**src/rtl/izh_scheduler_if.sv**
```systemverilog
// Operand/result bus to the shared Izhikevich datapath plus the spike event
// valid/ready handshake toward the spike router.
interface izh_scheduler_if #(
  parameter int IDX_W = 2
);
  logic [7:0]       dp_v;
  logic [15:0]      dp_u;
  logic [7:0]       dp_current;
  logic [7:0]       dp_v_next;
  logic [15:0]      dp_u_next;
  logic             dp_spike;
  logic             spike_valid;
  logic [IDX_W-1:0] spike_id;
  logic             spike_ready;

  modport master (
    output dp_v, dp_u, dp_current, spike_valid, spike_id,
    input  dp_v_next, dp_u_next, dp_spike, spike_ready
  );

  modport slave (
    input  dp_v, dp_u, dp_current, spike_valid, spike_id,
    output dp_v_next, dp_u_next, dp_spike, spike_ready
  );
endinterface

```
**src/rtl/izh_scheduler.sv**
```systemverilog
// Steps N_NEURONS virtual Izhikevich neurons through one shared external
// datapath per tick, queueing spike indices in a small FIFO.
module izh_scheduler #(
  parameter int N_NEURONS  = 4,
  parameter int IDX_W      = 2,
  parameter int FIFO_DEPTH = 4
) (
  input  logic             clk,
  input  logic             reset,
  input  logic             tick,
  input  logic             cur_we,
  input  logic [IDX_W-1:0] cur_addr,
  input  logic [7:0]       cur_data,
  izh_scheduler_if.master  bus,
  output logic             busy,
  output logic             step_done,
  output logic             overrun,
  output logic             spike_drop,
  input  logic [IDX_W-1:0] mon_addr,
  output logic [7:0]       mon_v
);
  localparam int PTR_W = (FIFO_DEPTH > 1) ? $clog2(FIFO_DEPTH) : 1;
  localparam int CNT_W = $clog2(FIFO_DEPTH + 1);

  typedef enum logic [1:0] {IDLE, RD, WB, DONE} state_t;

  state_t           state_q, state_d;
  logic [IDX_W-1:0] idx_q, idx_d;
  logic [7:0]       v_q   [N_NEURONS];
  logic [7:0]       v_d   [N_NEURONS];
  logic [15:0]      u_q   [N_NEURONS];
  logic [15:0]      u_d   [N_NEURONS];
  logic [7:0]       cur_q [N_NEURONS];
  logic [7:0]       cur_d [N_NEURONS];
  logic [7:0]       dp_v_q, dp_v_d;
  logic [15:0]      dp_u_q, dp_u_d;
  logic [7:0]       dp_cur_q, dp_cur_d;
  logic             busy_q, busy_d;
  logic             step_done_q, step_done_d;
  logic             overrun_q, overrun_d;
  logic             spike_drop_q, spike_drop_d;
  logic [IDX_W-1:0] fifo_q [FIFO_DEPTH];
  logic [IDX_W-1:0] fifo_d [FIFO_DEPTH];
  logic [PTR_W-1:0] wr_ptr_q, wr_ptr_d;
  logic [PTR_W-1:0] rd_ptr_q, rd_ptr_d;
  logic [CNT_W-1:0] count_q, count_d;
  logic             push, pop, full, do_push;

  function automatic logic [PTR_W-1:0] ptr_inc(input logic [PTR_W-1:0] p);
    return (p == PTR_W'(FIFO_DEPTH - 1)) ? '0 : p + 1'b1;
  endfunction

  always_comb begin
    state_d      = state_q;
    idx_d        = idx_q;
    v_d          = v_q;
    u_d          = u_q;
    cur_d        = cur_q;
    dp_v_d       = dp_v_q;
    dp_u_d       = dp_u_q;
    dp_cur_d     = dp_cur_q;
    overrun_d    = overrun_q;
    spike_drop_d = spike_drop_q;
    fifo_d       = fifo_q;
    wr_ptr_d     = wr_ptr_q;
    rd_ptr_d     = rd_ptr_q;
    count_d      = count_q;
    push         = 1'b0;
    do_push      = 1'b0;

    // RD reads cur_q before this edge, so a same-cycle write lands next step.
    if (cur_we && (int'(cur_addr) < N_NEURONS)) cur_d[cur_addr] = cur_data;

    case (state_q)
      IDLE: begin
        if (tick) begin
          idx_d   = '0;
          state_d = RD;
        end
      end
      RD: begin
        dp_v_d   = v_q[idx_q];
        dp_u_d   = u_q[idx_q];
        dp_cur_d = cur_q[idx_q];
        state_d  = WB;
      end
      WB: begin
        v_d[idx_q] = bus.dp_v_next;
        u_d[idx_q] = bus.dp_u_next;
        push       = bus.dp_spike;
        if (idx_q == IDX_W'(N_NEURONS - 1)) begin
          state_d = DONE;
        end else begin
          idx_d   = idx_q + 1'b1;
          state_d = RD;
        end
      end
      DONE:    state_d = IDLE;
      default: state_d = IDLE;
    endcase

    if (tick && (state_q != IDLE)) overrun_d = 1'b1;

    pop  = (count_q != '0) && bus.spike_ready;
    full = (count_q == CNT_W'(FIFO_DEPTH));
    if (pop) rd_ptr_d = ptr_inc(rd_ptr_q);
    // A pop frees the head slot on the same edge, so a full FIFO still accepts.
    if (push && full && !pop) begin
      spike_drop_d = 1'b1;
    end else if (push) begin
      do_push          = 1'b1;
      fifo_d[wr_ptr_q] = idx_q;
      wr_ptr_d         = ptr_inc(wr_ptr_q);
    end
    case ({do_push, pop})
      2'b10:   count_d = count_q + 1'b1;
      2'b01:   count_d = count_q - 1'b1;
      default: count_d = count_q;
    endcase

    busy_d      = (state_d != IDLE);
    step_done_d = (state_d == DONE);
  end

  always_ff @(posedge clk or posedge reset) begin
    if (reset) begin
      state_q      <= IDLE;
      idx_q        <= '0;
      v_q          <= '{default: '0};
      u_q          <= '{default: '0};
      cur_q        <= '{default: '0};
      dp_v_q       <= '0;
      dp_u_q       <= '0;
      dp_cur_q     <= '0;
      busy_q       <= 1'b0;
      step_done_q  <= 1'b0;
      overrun_q    <= 1'b0;
      spike_drop_q <= 1'b0;
      fifo_q       <= '{default: '0};
      wr_ptr_q     <= '0;
      rd_ptr_q     <= '0;
      count_q      <= '0;
    end else begin
      state_q      <= state_d;
      idx_q        <= idx_d;
      v_q          <= v_d;
      u_q          <= u_d;
      cur_q        <= cur_d;
      dp_v_q       <= dp_v_d;
      dp_u_q       <= dp_u_d;
      dp_cur_q     <= dp_cur_d;
      busy_q       <= busy_d;
      step_done_q  <= step_done_d;
      overrun_q    <= overrun_d;
      spike_drop_q <= spike_drop_d;
      fifo_q       <= fifo_d;
      wr_ptr_q     <= wr_ptr_d;
      rd_ptr_q     <= rd_ptr_d;
      count_q      <= count_d;
    end
  end

  assign bus.dp_v        = dp_v_q;
  assign bus.dp_u        = dp_u_q;
  assign bus.dp_current  = dp_cur_q;
  assign bus.spike_valid = (count_q != '0);
  assign bus.spike_id    = fifo_q[rd_ptr_q];
  assign busy            = busy_q;
  assign step_done       = step_done_q;
  assign overrun         = overrun_q;
  assign spike_drop      = spike_drop_q;
  assign mon_v           = (int'(mon_addr) < N_NEURONS) ? v_q[mon_addr] : '0;
endmodule

```
**src/flat_wrapper.sv**
```systemverilog
// flat-port wrapper written by rule: the top's interface ports become plain ports
module izh_scheduler_flat 
#(
  parameter int N_NEURONS  = 4,
  parameter int IDX_W      = 2,
  parameter int FIFO_DEPTH = 4
)
  (clk, reset, tick, cur_we, cur_addr, cur_data, busy, step_done, overrun, spike_drop, mon_addr, mon_v, bus_dp_v, bus_dp_u, bus_dp_current, bus_spike_valid, bus_spike_id, bus_dp_v_next, bus_dp_u_next, bus_dp_spike, bus_spike_ready);
  izh_scheduler_if #(.IDX_W(IDX_W)) bus_i ();
  input  logic clk;
  input  logic reset;
  input  logic tick;
  input  logic cur_we;
  input  logic [IDX_W-1:0] cur_addr;
  input  logic [7:0] cur_data;
  output logic busy;
  output logic step_done;
  output logic overrun;
  output logic spike_drop;
  input  logic [IDX_W-1:0] mon_addr;
  output logic [7:0] mon_v;
  output wire logic [$bits(bus_i.dp_v)-1:0] bus_dp_v;
  output wire logic [$bits(bus_i.dp_u)-1:0] bus_dp_u;
  output wire logic [$bits(bus_i.dp_current)-1:0] bus_dp_current;
  output wire logic [$bits(bus_i.spike_valid)-1:0] bus_spike_valid;
  output wire logic [$bits(bus_i.spike_id)-1:0] bus_spike_id;
  input wire logic [$bits(bus_i.dp_v_next)-1:0] bus_dp_v_next;
  input wire logic [$bits(bus_i.dp_u_next)-1:0] bus_dp_u_next;
  input wire logic [$bits(bus_i.dp_spike)-1:0] bus_dp_spike;
  input wire logic [$bits(bus_i.spike_ready)-1:0] bus_spike_ready;
  assign bus_dp_v = bus_i.dp_v;
  assign bus_dp_u = bus_i.dp_u;
  assign bus_dp_current = bus_i.dp_current;
  assign bus_spike_valid = bus_i.spike_valid;
  assign bus_spike_id = bus_i.spike_id;
  assign bus_i.dp_v_next = bus_dp_v_next;
  assign bus_i.dp_u_next = bus_dp_u_next;
  assign bus_i.dp_spike = bus_dp_spike;
  assign bus_i.spike_ready = bus_spike_ready;
  izh_scheduler #(.N_NEURONS(N_NEURONS), .IDX_W(IDX_W), .FIFO_DEPTH(FIFO_DEPTH)) u_core (.clk(clk), .reset(reset), .tick(tick), .cur_we(cur_we), .cur_addr(cur_addr), .cur_data(cur_data), .bus(bus_i), .busy(busy), .step_done(step_done), .overrun(overrun), .spike_drop(spike_drop), .mon_addr(mon_addr), .mon_v(mon_v));
endmodule
```
**config.mk**
```make
export PLATFORM = sky130hd
export DESIGN_NAME = izh_scheduler_flat
export DESIGN_NICKNAME = d
export VERILOG_FILES = /design/src/rtl/izh_scheduler_if.sv /design/src/rtl/izh_scheduler.sv /design/src/flat_wrapper.sv
export SDC_FILE = /design/constraint.sdc
export NUM_CORES = 1
export LEC_CHECK = 0
export ABC_AREA = 1
export CORE_ASPECT_RATIO = 0.7
export CORE_MARGIN = 5
export CORE_UTILIZATION = 45
export CTS_CLUSTER_SIZE = 25
export DETAILED_ROUTE_END_ITERATION = 12
export PLACE_DENSITY = 0.68
export SLEW_MARGIN = 20
export SYNTH_ARGS = -nofsm -noshare
export SYNTH_HDL_FRONTEND = slang
export SYNTH_SLANG_ARGS = --single-unit
```
**constraint.sdc**
```tcl
create_clock -name clk -period 5.59 [get_ports clk]
set_input_delay 0.559 -clock clk [delete_from_list [all_inputs] [get_ports clk]]
set_output_delay 0.559 -clock clk [all_outputs]
set_load 0.05 [all_outputs]
```
==> out/qor.csv, run 1 <==
stage,metric,value,unit
job,cap_violations,0,
timing,fin_crit,3.42,ns
cells_and_area,regArea,4580,µm²
setup_path,critPathKind,input port to output port,
setup_path,critical_path.slowest_cell,clkdlybuf4s50_1,
cells_and_area,drive_above_1_share,5.22,%
clock_network,worstSkewPairLatency,0.44,ns
yosys,synth_edf_count,0,
cells_and_area,syn_to_final_growth,17.5,%
yosys,ys_warn_count,0,
cells_and_area,fillCellCount,1865,
placement,io_buffers,88,
floorplanning,num_io_pins,89,
clock_network,cts_resized,0,
setup_path,critPathLaunchType,input port,
placement,globalplace.congestion,0.775,
yosys,ys_top_cells_by_area,"dfrtp_1 52%, nand2_1 18%, inv_1 7.6%",
timing,clock_skew,0.0100,ns
yosys,synth_nets,1193,
yosys,synthFlopType,dfrtp_1,
timing,setup_viol,0,
yosys,synth.yosys.seq_area_share,51.8,%
setup_path,cpPeakStageDelay,0.90,ns
global_route,grt_pass1_vias,6832,
placement,dpl_cell_area,9770,µm²
power_and_ir_drop,peakVddDrop,0.345,mV
yosys,synth_top_area_share,51.8,%
yosys,ys_types,33,
timing,slew_viol_final,0,
route,wl_per_cell,13.8,µm
cells_and_area,antenna_cells,0,
global_route,grt_first_pass_wirelength,34700,µm
yosys,syn_area_per_cell,7.76,µm²
route,drt-initial-drc-count,600,
floorplanning,start_util,46.3,%
timing,final-hold-violation-count,0,
timing,max_slew.worst_pin.slew,1.00,ns
route,ant_nets,0,
route,drc,0,
placement,dp_hpwl,12700,µm
setup_path,crit_top_cell,clkdlybuf4s50_1,
cells_and_area,fin_area,10400,µm²
floorplanning,rows,42,
floorplanning,die_area,22600,µm²
route,via_per_inst,4.78,
clock_network,cts_setup_buffers,0,
cells_and_area,layout_commonest_cell,nand2_1,
cells_and_area,finish.utilization,54.3,%
yosys,synthArstFlopShare,100,%
floorplanning,die_h,127,µm
clock_network,cts_buffer_depth,2,
timing,clock.fmax,293,MHz
setup_path,arrival,2.86,ns
power_and_ir_drop,powerDensity,600,nW/µm²
route,drt_pass1_iterations,6,
clock_network,postCtsHoldBufs,0,
yosys,syn_inst,1140,
clock_network,clkSlewWorstSetupHoldPaths,0.06,ns
clock_network,htreeDepth,4,
cells_and_area,nNetsFinal,1247,
floorplanning,die_w,178,µm
yosys,syn_area,8850,µm²
setup_path,end_kind,output port,
timing,slew_headroom,33.0,%
route,vias,7036,
clock_network,cts_buffers,17,
setup_path,path_cells,clkdlybuf4s50_1 > a21oi_1 > o21ai_0 > nand2_1 > clkdlybuf4s50_1,
setup_path,required,5.03,ns
global_route,grt_start_max_net_pins,92,
timing,finalCritPeriodShare,61.1,%
clock_network,tritoncts,built,
clock_network,root_buffer,clkbuf_16,
run_status,status,finished clean,
route,totalWireLength,20300,µm
yosys,ys_ff_latch,183,
global_route,grt_util_all_layers,19.0,%
power_and_ir_drop,p_leak,0.00561,µW
clock_network,clock-sinks,183,
timing,grt_setup_unrepaired,false,
cells_and_area,layout_common_cells,"436 x nand2_1, 181 x dfrtp_1, 178 x inv_1",
floorplanning,fp.coreArea,19100,µm²
yosys,synth_area_leader_cell,dfrtp_1,
timing,tns,0,ns
power_and_ir_drop,finalPower,6230,µW
worst_hold_path,hp-class,flop to flop,
cells_and_area,multi_input_area,3240,µm²
global_route,grt-ovfl-total,0,
global_route,grt_antenna_before_repair,0,
setup_path,crit_fanout,32,
-- stage by stage --
step	std cells	worst slack (ns)	hold WS, ns
after floorplan	1140	0.0590	0.437
after global placement	1439	2.27	0.463
after detailed placement	1439	2.19	0.463
after CTS	1471	2.18	0.479
after global routing	1471	1.97	0.492
final	1471	2.17	0.477
-- sequential cells by signal, summed over array words and instances, names as in the netlist --
register / flops
u_core.u_q: 64
u_core.cur_q: 32
u_core.v_q: 32
u_core.bus.dp_u: 16
u_core.bus.dp_current: 8
u_core.bus.dp_v: 8
u_core.fifo_q: 8
u_core.count_q: 3
u_core.idx_q: 2
u_core.rd_ptr_q: 2
u_core.state_q: 2
u_core.wr_ptr_q: 2
u_core.busy: 1
u_core.overrun: 1
u_core.spike_drop: 1
u_core.step_done: 1
-- per-layer routing --
| metal | vias up | track usage, % | share of wire (%) |
|---|---|---|---|
| li1 | 3609 | - | - |
| met1 | 3273 | 28.2 | 51 |
| met2 | 140 | 28.4 | 44 |
| met3 | 14 | 4.13 | 4.7 |
| met4 | 0 | 5.14 | 0.98 |
| met5 | - | 0 | 0 |
-- worst max-delay path, delay by kind of cell --
| kind | cells | cell delay [ns] |
|---|---|---|
| buffers and inverters | 2 | 1.71 |
| AO/OA/AOI/OAI | 2 | 0.46 |
| AND/OR/NAND/NOR | 1 | 0.11 |
-- final timing paths --
kind	startpoint	endpoint	slack (ns)	cells past startpoint
worst min-delay path	u_core.fifo_q[7]$_DFFE_PP0P_	u_core.fifo_q[7]$_DFFE_PP0P_	0.48	2
min in group asynchronous	reset	u_core.bus.dp_current[3]$_DFFE_PP0N_	0.66	2
max in group asynchronous	reset	u_core.cur_q[0]$_DFFE_PP0P_	3.69	3
worst max register to register	u_core.idx_q[0]$_DFFE_PP0P_	u_core.u_q[13]$_DFFE_PP0P_	2.83	4
worst max-delay path	mon_addr[0]	mon_v[3]	2.17	5
worst min register to register	u_core.fifo_q[7]$_DFFE_PP0P_	u_core.fifo_q[7]$_DFFE_PP0P_	0.48	2
-- report_power, final --
group	leakage, µW	internal [µW]	switching, µW
clock network	0.000303	758	518
logic	0.00309	915	1750
registers	0.00221	1890	404
total	0.00561	3570	2670
-- logic make-up (layout without fill, tap and decap cells) --
logic type / count (synthesis) / in the layout / share of synthesized area [%]
AND/OR/NAND/NOR: 537 / 537 / 24.6
buffers and inverters: 241 / 308 / 11.6
flip-flops: 183 / 183 / 51.8
AO/OA/AOI/OAI: 166 / 166 / 10.2
adder cells (fa/ha/maj): 11 / 11 / 1.64
XOR/XNOR: 2 / 2 / 0.198
-- cell usage after synthesis, types with 2 or more instances --
master,number
o22ai_1,2
nor2_1,10
buf_6,9
buf_1,6
o21ai_0,85
o21bai_1,2
nand4_1,8
nand2_2,2
dfrtp_1,183
o211ai_1,8
nand2_1,436
nand3_1,73
clkbuf_1,19
buf_4,7
ha_1,10
buf_2,17
o21ai_1,49
o21ai_2,12
a21oi_1,8
nand2_4,3
inv_1,179
-- area by class of cell --
cell class / instances / share of cell area, %
well taps: 264 / 3.18
clock inverters: 13 / 1.71
clock buffers: 19 / 4.26
flip-flops and latches: 183 / 44.1
multi-input cells: 716 / 31.2
inverters: 182 / 6.67
repair buffers: 94 / 8.91
Power figures use the tool's default switching activity.
==> inputs of run 2 (changes only) <==
clock period = 2.8 ns   (was 5.59 ns; I/O delays follow)
==> run 2 against run 1 <==
Against the previous run:
- sequential power rose by 94%
- first-iteration DRC count fell by 18%
- global-route usage rose by 0.12 points
- cell area rose by 1.3%
- sequential cell count did not move
- clock skew fell by 0.0028 ns
- clock power rose by 90%
- die area did not move
- critical path type is now flop to output port
- largest power group unchanged
==> out/qor.csv, run 2 (synthesized netlist as in run 1, its figures left out) <==
stage,metric,value,unit,change
worst_hold_path,hp-class,input port to async pin,,
clock_network,clkSlewWorstSetupHoldPaths,0.07,ns,about the same
floorplanning,num_io_pins,89,,unchanged
route,drt_pass1_iterations,5,,-1
cells_and_area,fillCellCount,1813,,-2.8%
floorplanning,die_area,22600,µm²,unchanged
placement,globalplace.congestion,0.769,,-0.74%
power_and_ir_drop,p_seq_share,35.7,%,-1.2 points
cells_and_area,top_register,u_core.u_q,,
cells_and_area,layout_commonest_cell,nand2_1,,
power_and_ir_drop,finalPower,12500,µW,+100%
power_and_ir_drop,p_sw,5320,µW,+99%
route,drt-initial-drc-count,494,,-18%
route,via_per_inst,4.81,,+0.49%
route,vias,7114,,+1.1%
global_route,grt_start_max_net_pins,79,,-14%
clock_network,clock-sinks,183,,unchanged
floorplanning,die_h,127,µm,unchanged
setup_path,critPathKind,flop to output port,,
cells_and_area,syn_to_final_growth,19.0,%,
cells_and_area,drive_above_1_share,6.17,%,+0.95 points
timing,clock.fmax,427,MHz,
placement,io_buffers,88,,unchanged
global_route,grt-ovfl-total,0,,unchanged
power_and_ir_drop,combPwrFrac,44.8,%,+2.1 points
clock_network,root_buffer,clkbuf_16,,
route,drc,0,,unchanged
clock_network,postCtsHoldBufs,0,,unchanged
clock_network,cts_buffer_depth,2,,unchanged
timing,grt_setup_unrepaired,false,,
route,wl_per_cell,13.8,µm,+0.24%
setup_path,arrival,2.06,ns,-0.80 ns
timing,setup_viol,0,,unchanged
cells_and_area,layout_common_cells,"436 x nand2_1, 181 x dfrtp_1, 178 x inv_1",,
cells_and_area,nNetsFinal,1256,,+0.72%
run_status,status,finished clean,,
timing,fin_crit,2.34,ns,
floorplanning,start_util,46.3,%,unchanged
route,totalWireLength,20400,µm,+0.85%
floorplanning,die_w,178,µm,unchanged
cells_and_area,fin_area,10500,µm²,+1.3%
placement,dpl_cell_area,9950,µm²,+1.8%
cells_and_area,antenna_cells,0,,unchanged
cells_and_area,largest_reg_flops,64,,unchanged
setup_path,crit_fanout,7,,-78%
setup_path,r2r_slack,0.89,ns,-1.94 ns
power_and_ir_drop,clock_power_share,19.5,%,-1.0 points
floorplanning,rows,42,,unchanged
setup_path,r2r_cells,4,,unchanged
power_and_ir_drop,swShare,42.6,%,-0.18 points
power_and_ir_drop,p_leak,0.00568,µW,+1.1%
timing,final-hold-violation-count,0,,unchanged
setup_path,crit-reg2reg-launch,u_core.idx_q[1]$_DFFE_PP0P_,,
route,ant_nets,0,,unchanged
global_route,grt_util_all_layers,19.1,%,+0.12 points
timing,slew_viol_final,0,,unchanged
setup_path,end_kind,output port,,
timing,layout_setup_ws,0.456,ns,-1.72 ns
setup_path,required,2.52,ns,-2.51 ns
clock_network,worstSkewPairLatency,0.43,ns,about the same
timing,max_slew.worst_pin.slew,0.891,ns,-0.112 ns
clock_network,htreeDepth,4,,unchanged
clock_network,cts_buffers,17,,unchanged
timing,finalCritPeriodShare,83.7,%,
timing,slew_headroom,40.4,%,+7.4 points
timing,clock_skew,0.00729,ns,-0.00276 ns
setup_path,critPathLaunchType,flop,,
clock_network,tritoncts,built,,
power_and_ir_drop,peakVddDrop,0.665,mV,+93%
clock_network,cts_setup_buffers,0,,unchanged
floorplanning,fp.coreArea,19100,µm²,unchanged
clock_network,cts_resized,0,,unchanged
placement,pre_cts_ws,0.709,ns,-1.48 ns
power_and_ir_drop,internal_power,7160,µW,+100%
power_and_ir_drop,powerDensity,1180,nW/µm²,+98%
timing,tns,0,ns,unchanged
global_route,grt_antenna_before_repair,0,,unchanged
setup_path,reg2reg_to,u_core.v_q[6]$_DFFE_PP0P_,,
global_route,grt_first_pass_wirelength,34900,µm,+0.69%
job,cap_violations,0,,unchanged
cells_and_area,reg_top3,"u_core.u_q x64, u_core.cur_q x32, u_core.v_q x32",,
global_route,grt_pass1_vias,6935,,+1.5%
placement,dp_hpwl,12700,µm,-0.28%
-- run 2: worst max-delay path: stages, from the launching register on --
cell	delay, ns
dfrtp_1	0.44
inv_1	0.15
nor2_1	0.06
o22ai_1	0.17
clkdlybuf4s50_1	0.82
-- run 2: stage by stage --
step	instances	utilization, %	hold slack, ns
floorplan	1140	-	0.417
global placement	1448	52.0	0.457
detailed placement	1448	52.0	0.461
CTS	1480	55.0	0.254
global route	1480	55.0	0.287
finish	1480	55.0	0.250
-- run 2: worst max path at each step --
| stage | startpoint | to | slack, ns | cells past startpoint |
|---|---|---|---|---|
| 3_3_place_gp | bus_spike_ready | u_core.count_q[2]$_DFFE_PP0P_ | 0.74 | 10 |
| 2_1_floorplan | reset | u_core.bus.dp_current[0]$_DFFE_PP0N_ | 0.17 | 1 |
| 6_report | u_core.rd_ptr_q[0]$_DFFE_PP0P_ | bus_spike_id[1] | 0.46 | 4 |
| 3_5_place_dp | bus_spike_ready | u_core.count_q[2]$_DFFE_PP0P_ | 0.71 | 10 |
| 4_1_cts | u_core.rd_ptr_q[0]$_DFFE_PP0P_ | bus_spike_id[1] | 0.44 | 4 |
| 5_1_grt | u_core.rd_ptr_q[0]$_DFFE_PP0P_ | bus_spike_id[1] | 0.33 | 4 |
-- run 2: final cells by class --
cell class | count | area, µm² | area share, %
clock buffers | 24 | 462 | 4.38
clock inverters | 8 | 123 | 1.16
inverters | 182 | 692 | 6.57
multi-input cells | 716 | 3240 | 30.8
flip-flops and latches | 183 | 4580 | 43.5
well taps | 264 | 330 | 3.14
repair buffers | 103 | 1100 | 10.4
-- run 2: power by group through the flow --
stage	combinational, µW	clock, µW	sequential [µW]
after floorplan	3360	0	5120
after global placement	5520	0	4460
after detailed placement	5620	0	4480
after CTS	5650	2470	4450
after global routing	6330	2600	4610
final	5580	2430	4460
-- run 2: per-layer routing --
layer,wire [µm],GRT usage (%),vias to the layer above
met2,9060,29.8,157
met5,0,0,-
li1,-,-,3622
met4,136,3.68,0
met1,10300,27.8,3322
met3,968,4.25,13
==> inputs of run 3 (changes only) <==
PLACE_DENSITY = 0.65   (was 0.68)
clock period = 2.3 ns   (was 2.8 ns; I/O delays follow)
==> run 3 against run 2 <==
Against the previous run:
- sequential share of layout area fell by 0.91 points
- sequential power rose by 21%
- sequential cell count did not move
- register-to-register slack worse by 0.43 ns
- cell count up 0.41%
- first-iteration DRC count grew 36%
- critical path type unchanged
==> out/qor.csv, run 3 (synthesized netlist as in run 1, its figures left out) <==
stage,metric,value,unit,change
worst_hold_path,hp-class,input port to async pin,,
setup_path,crit-reg2reg-launch,u_core.state_q[0]$_DFF_PP0_,,
run_status,status,finished clean,,
clock_network,cts_setup_buffers,0,,unchanged
placement,io_buffers,88,,unchanged
setup_path,required,2.07,ns,-0.45 ns
global_route,grt-ovfl-total,0,,unchanged
timing,slew_viol_final,0,,unchanged
cells_and_area,antenna_cells,0,,unchanged
floorplanning,die_w,178,µm,unchanged
global_route,grt_pass1_vias,6891,,-0.63%
clock_network,clock-sinks,183,,unchanged
cells_and_area,layout_common_cells,"436 x nand2_1, 181 x dfrtp_1, 178 x inv_1",,
cells_and_area,reg_top3,"u_core.u_q x64, u_core.cur_q x32, u_core.v_q x32",,
floorplanning,fp.coreArea,19100,µm²,unchanged
clock_network,htreeDepth,4,,unchanged
setup_path,cp_num_buf_inv,1,,-1
clock_network,clkSlewWorstSetupHoldPaths,0.07,ns,about the same
route,wl_per_cell,14.0,µm,+1.2%
setup_path,end_kind,output port,,
floorplanning,die_h,127,µm,unchanged
setup_path,critPathLaunchType,flop,,
cells_and_area,regArea,4580,µm²,unchanged
cells_and_area,nNetsFinal,1262,,+0.48%
timing,final-hold-violation-count,0,,unchanged
cells_and_area,finish.utilization,56.2,%,+1.2 points
timing,clock.fmax,496,MHz,
placement,globalplace.congestion,0.797,,+3.6%
route,drt-initial-drc-count,674,,+36%
setup_path,critical_path.slowest_cell,clkdlybuf4s50_1,,
placement,pre_cts_ws,0.255,ns,-0.454 ns
cells_and_area,syn_to_final_growth,21.5,%,
route,drt_pass1_iterations,7,,+2
clock_network,cts_buffer_depth,2,,unchanged
route,totalWireLength,20800,µm,+1.7%
setup_path,r2r_slack,0.46,ns,-0.43 ns
timing,layout_setup_ws,0.284,ns,-0.173 ns
cells_and_area,drive_above_1_share,7.12,%,+0.95 points
setup_path,cpPeakStageDelay,0.81,ns,about the same
setup_path,critPathLaunch,u_core.count_q[0]$_DFFE_PP0P_,,
global_route,grt_util_all_layers,19.3,%,+0.21 points
clock_network,tritoncts,built,,
timing,grt_setup_unrepaired,false,,
setup_path,arrival,1.79,ns,-0.27 ns
cells_and_area,fin_area,10800,µm²,+2.1%
cells_and_area,top_register,u_core.u_q,,
floorplanning,num_io_pins,89,,unchanged
placement,dp_hpwl,13200,µm,+4.3%
power_and_ir_drop,p_leak,0.00580,µW,+2.2%
floorplanning,start_util,46.3,%,unchanged
setup_path,critPathKind,flop to output port,,
timing,slew_headroom,53.6,%,+13 points
global_route,grt_first_pass_wirelength,35300,µm,+1.1%
cells_and_area,multi_input_area,3240,µm²,unchanged
timing,fin_crit,2.02,ns,
clock_network,worstSkewPairLatency,0.43,ns,about the same
setup_path,cp_top_family,buffers and inverters,,
global_route,grt_antenna_before_repair,0,,unchanged
cells_and_area,largest_reg_flops,64,,unchanged
route,via_per_inst,4.82,,+0.20%
global_route,grt_start_max_net_pins,51,,-35%
floorplanning,die_area,22600,µm²,unchanged
route,vias,7157,,+0.60%
cells_and_area,fillCellCount,1809,,-0.22%
timing,finalCritPeriodShare,87.7,%,
power_and_ir_drop,peakVddDrop,0.793,mV,+19%
route,ant_nets,0,,unchanged
setup_path,crit_fanout,3,,-4
floorplanning,rows,42,,unchanged
timing,clock_skew,0.00891,ns,+0.00163 ns
route,drc,0,,unchanged
clock_network,root_buffer,clkbuf_16,,
setup_path,r2r_cells,8,,+4
timing,setup_viol,0,,unchanged
cells_and_area,layout_commonest_cell,nand2_1,,
power_and_ir_drop,powerDensity,1460,nW/µm²,+23%
clock_network,cts_buffers,17,,unchanged
setup_path,path_cells,nor2_1 > nand2_1 > clkdlybuf4s50_1,,
timing,max_slew.worst_pin.slew,0.695,ns,-0.196 ns
job,cap_violations,0,,unchanged
setup_path,reg2reg_to,u_core.count_q[1]$_DFFE_PP0P_,,
placement,dpl_cell_area,10100,µm²,+1.3%
timing,hold_slack,0.255,ns,+0.00491 ns
[run 3: worst max path at each step]
| stage | to | slack, ns | cells after the start |
|---|---|---|---|
| 6_report | bus_spike_valid | 0.28 | 3 |
| 5_1_grt | bus_spike_id[1] | 0.17 | 4 |
| 4_1_cts | bus_spike_valid | 0.27 | 3 |
| 3_5_place_dp | u_core.count_q[2]$_DFFE_PP0P_ | 0.25 | 10 |
| 3_3_place_gp | u_core.count_q[2]$_DFFE_PP0P_ | 0.29 | 10 |
| 2_1_floorplan | u_core.bus.dp_current[0]$_DFFE_PP0N_ | -0.28 | 1 |
[run 3: where the power goes]
part / internal (µW) / switching (µW) / total [µW]
registers: 4610 / 788 / 5390
logic: 2410 / 4500 / 6910
clock network: 2090 / 1270 / 3370
total: 9110 / 6560 / 15700
[run 3: final cells by class]
cell class	count	area share, %
timing repair buffer	109	11.4
multi-input combinational	716	30.2
inverter	182	6.43
clock buffer	19	4.21
tap	264	3.07
clock inverter	13	2.09
sequential	183	42.6
[run 3: metal layers]
layer	vias to the layer above	GRT usage, %	part of all wire, %	routed length, µm
met5	-	0	0	0
met3	21	3.22	3.9	816
met2	139	28.8	43	8990
met1	3363	29.4	52	10700
met4	0	5.18	1.3	261
li1	3634	-	-	-
[run 3: through the flow]
step                total power (µW)  TNS (ns)  cells
finish                         15700         0   1486
global route                   16900         0   1486
CTS                            15800         0   1486
detailed placement             12400         0   1454
global placement               12200         0   1454
floorplan                      10300    -51.34   1140
[run 3: repair_timing]
item	CTS	global route
hold buffers	0	0
gates resized for setup	2	0
setup endpoints to repair	2	0
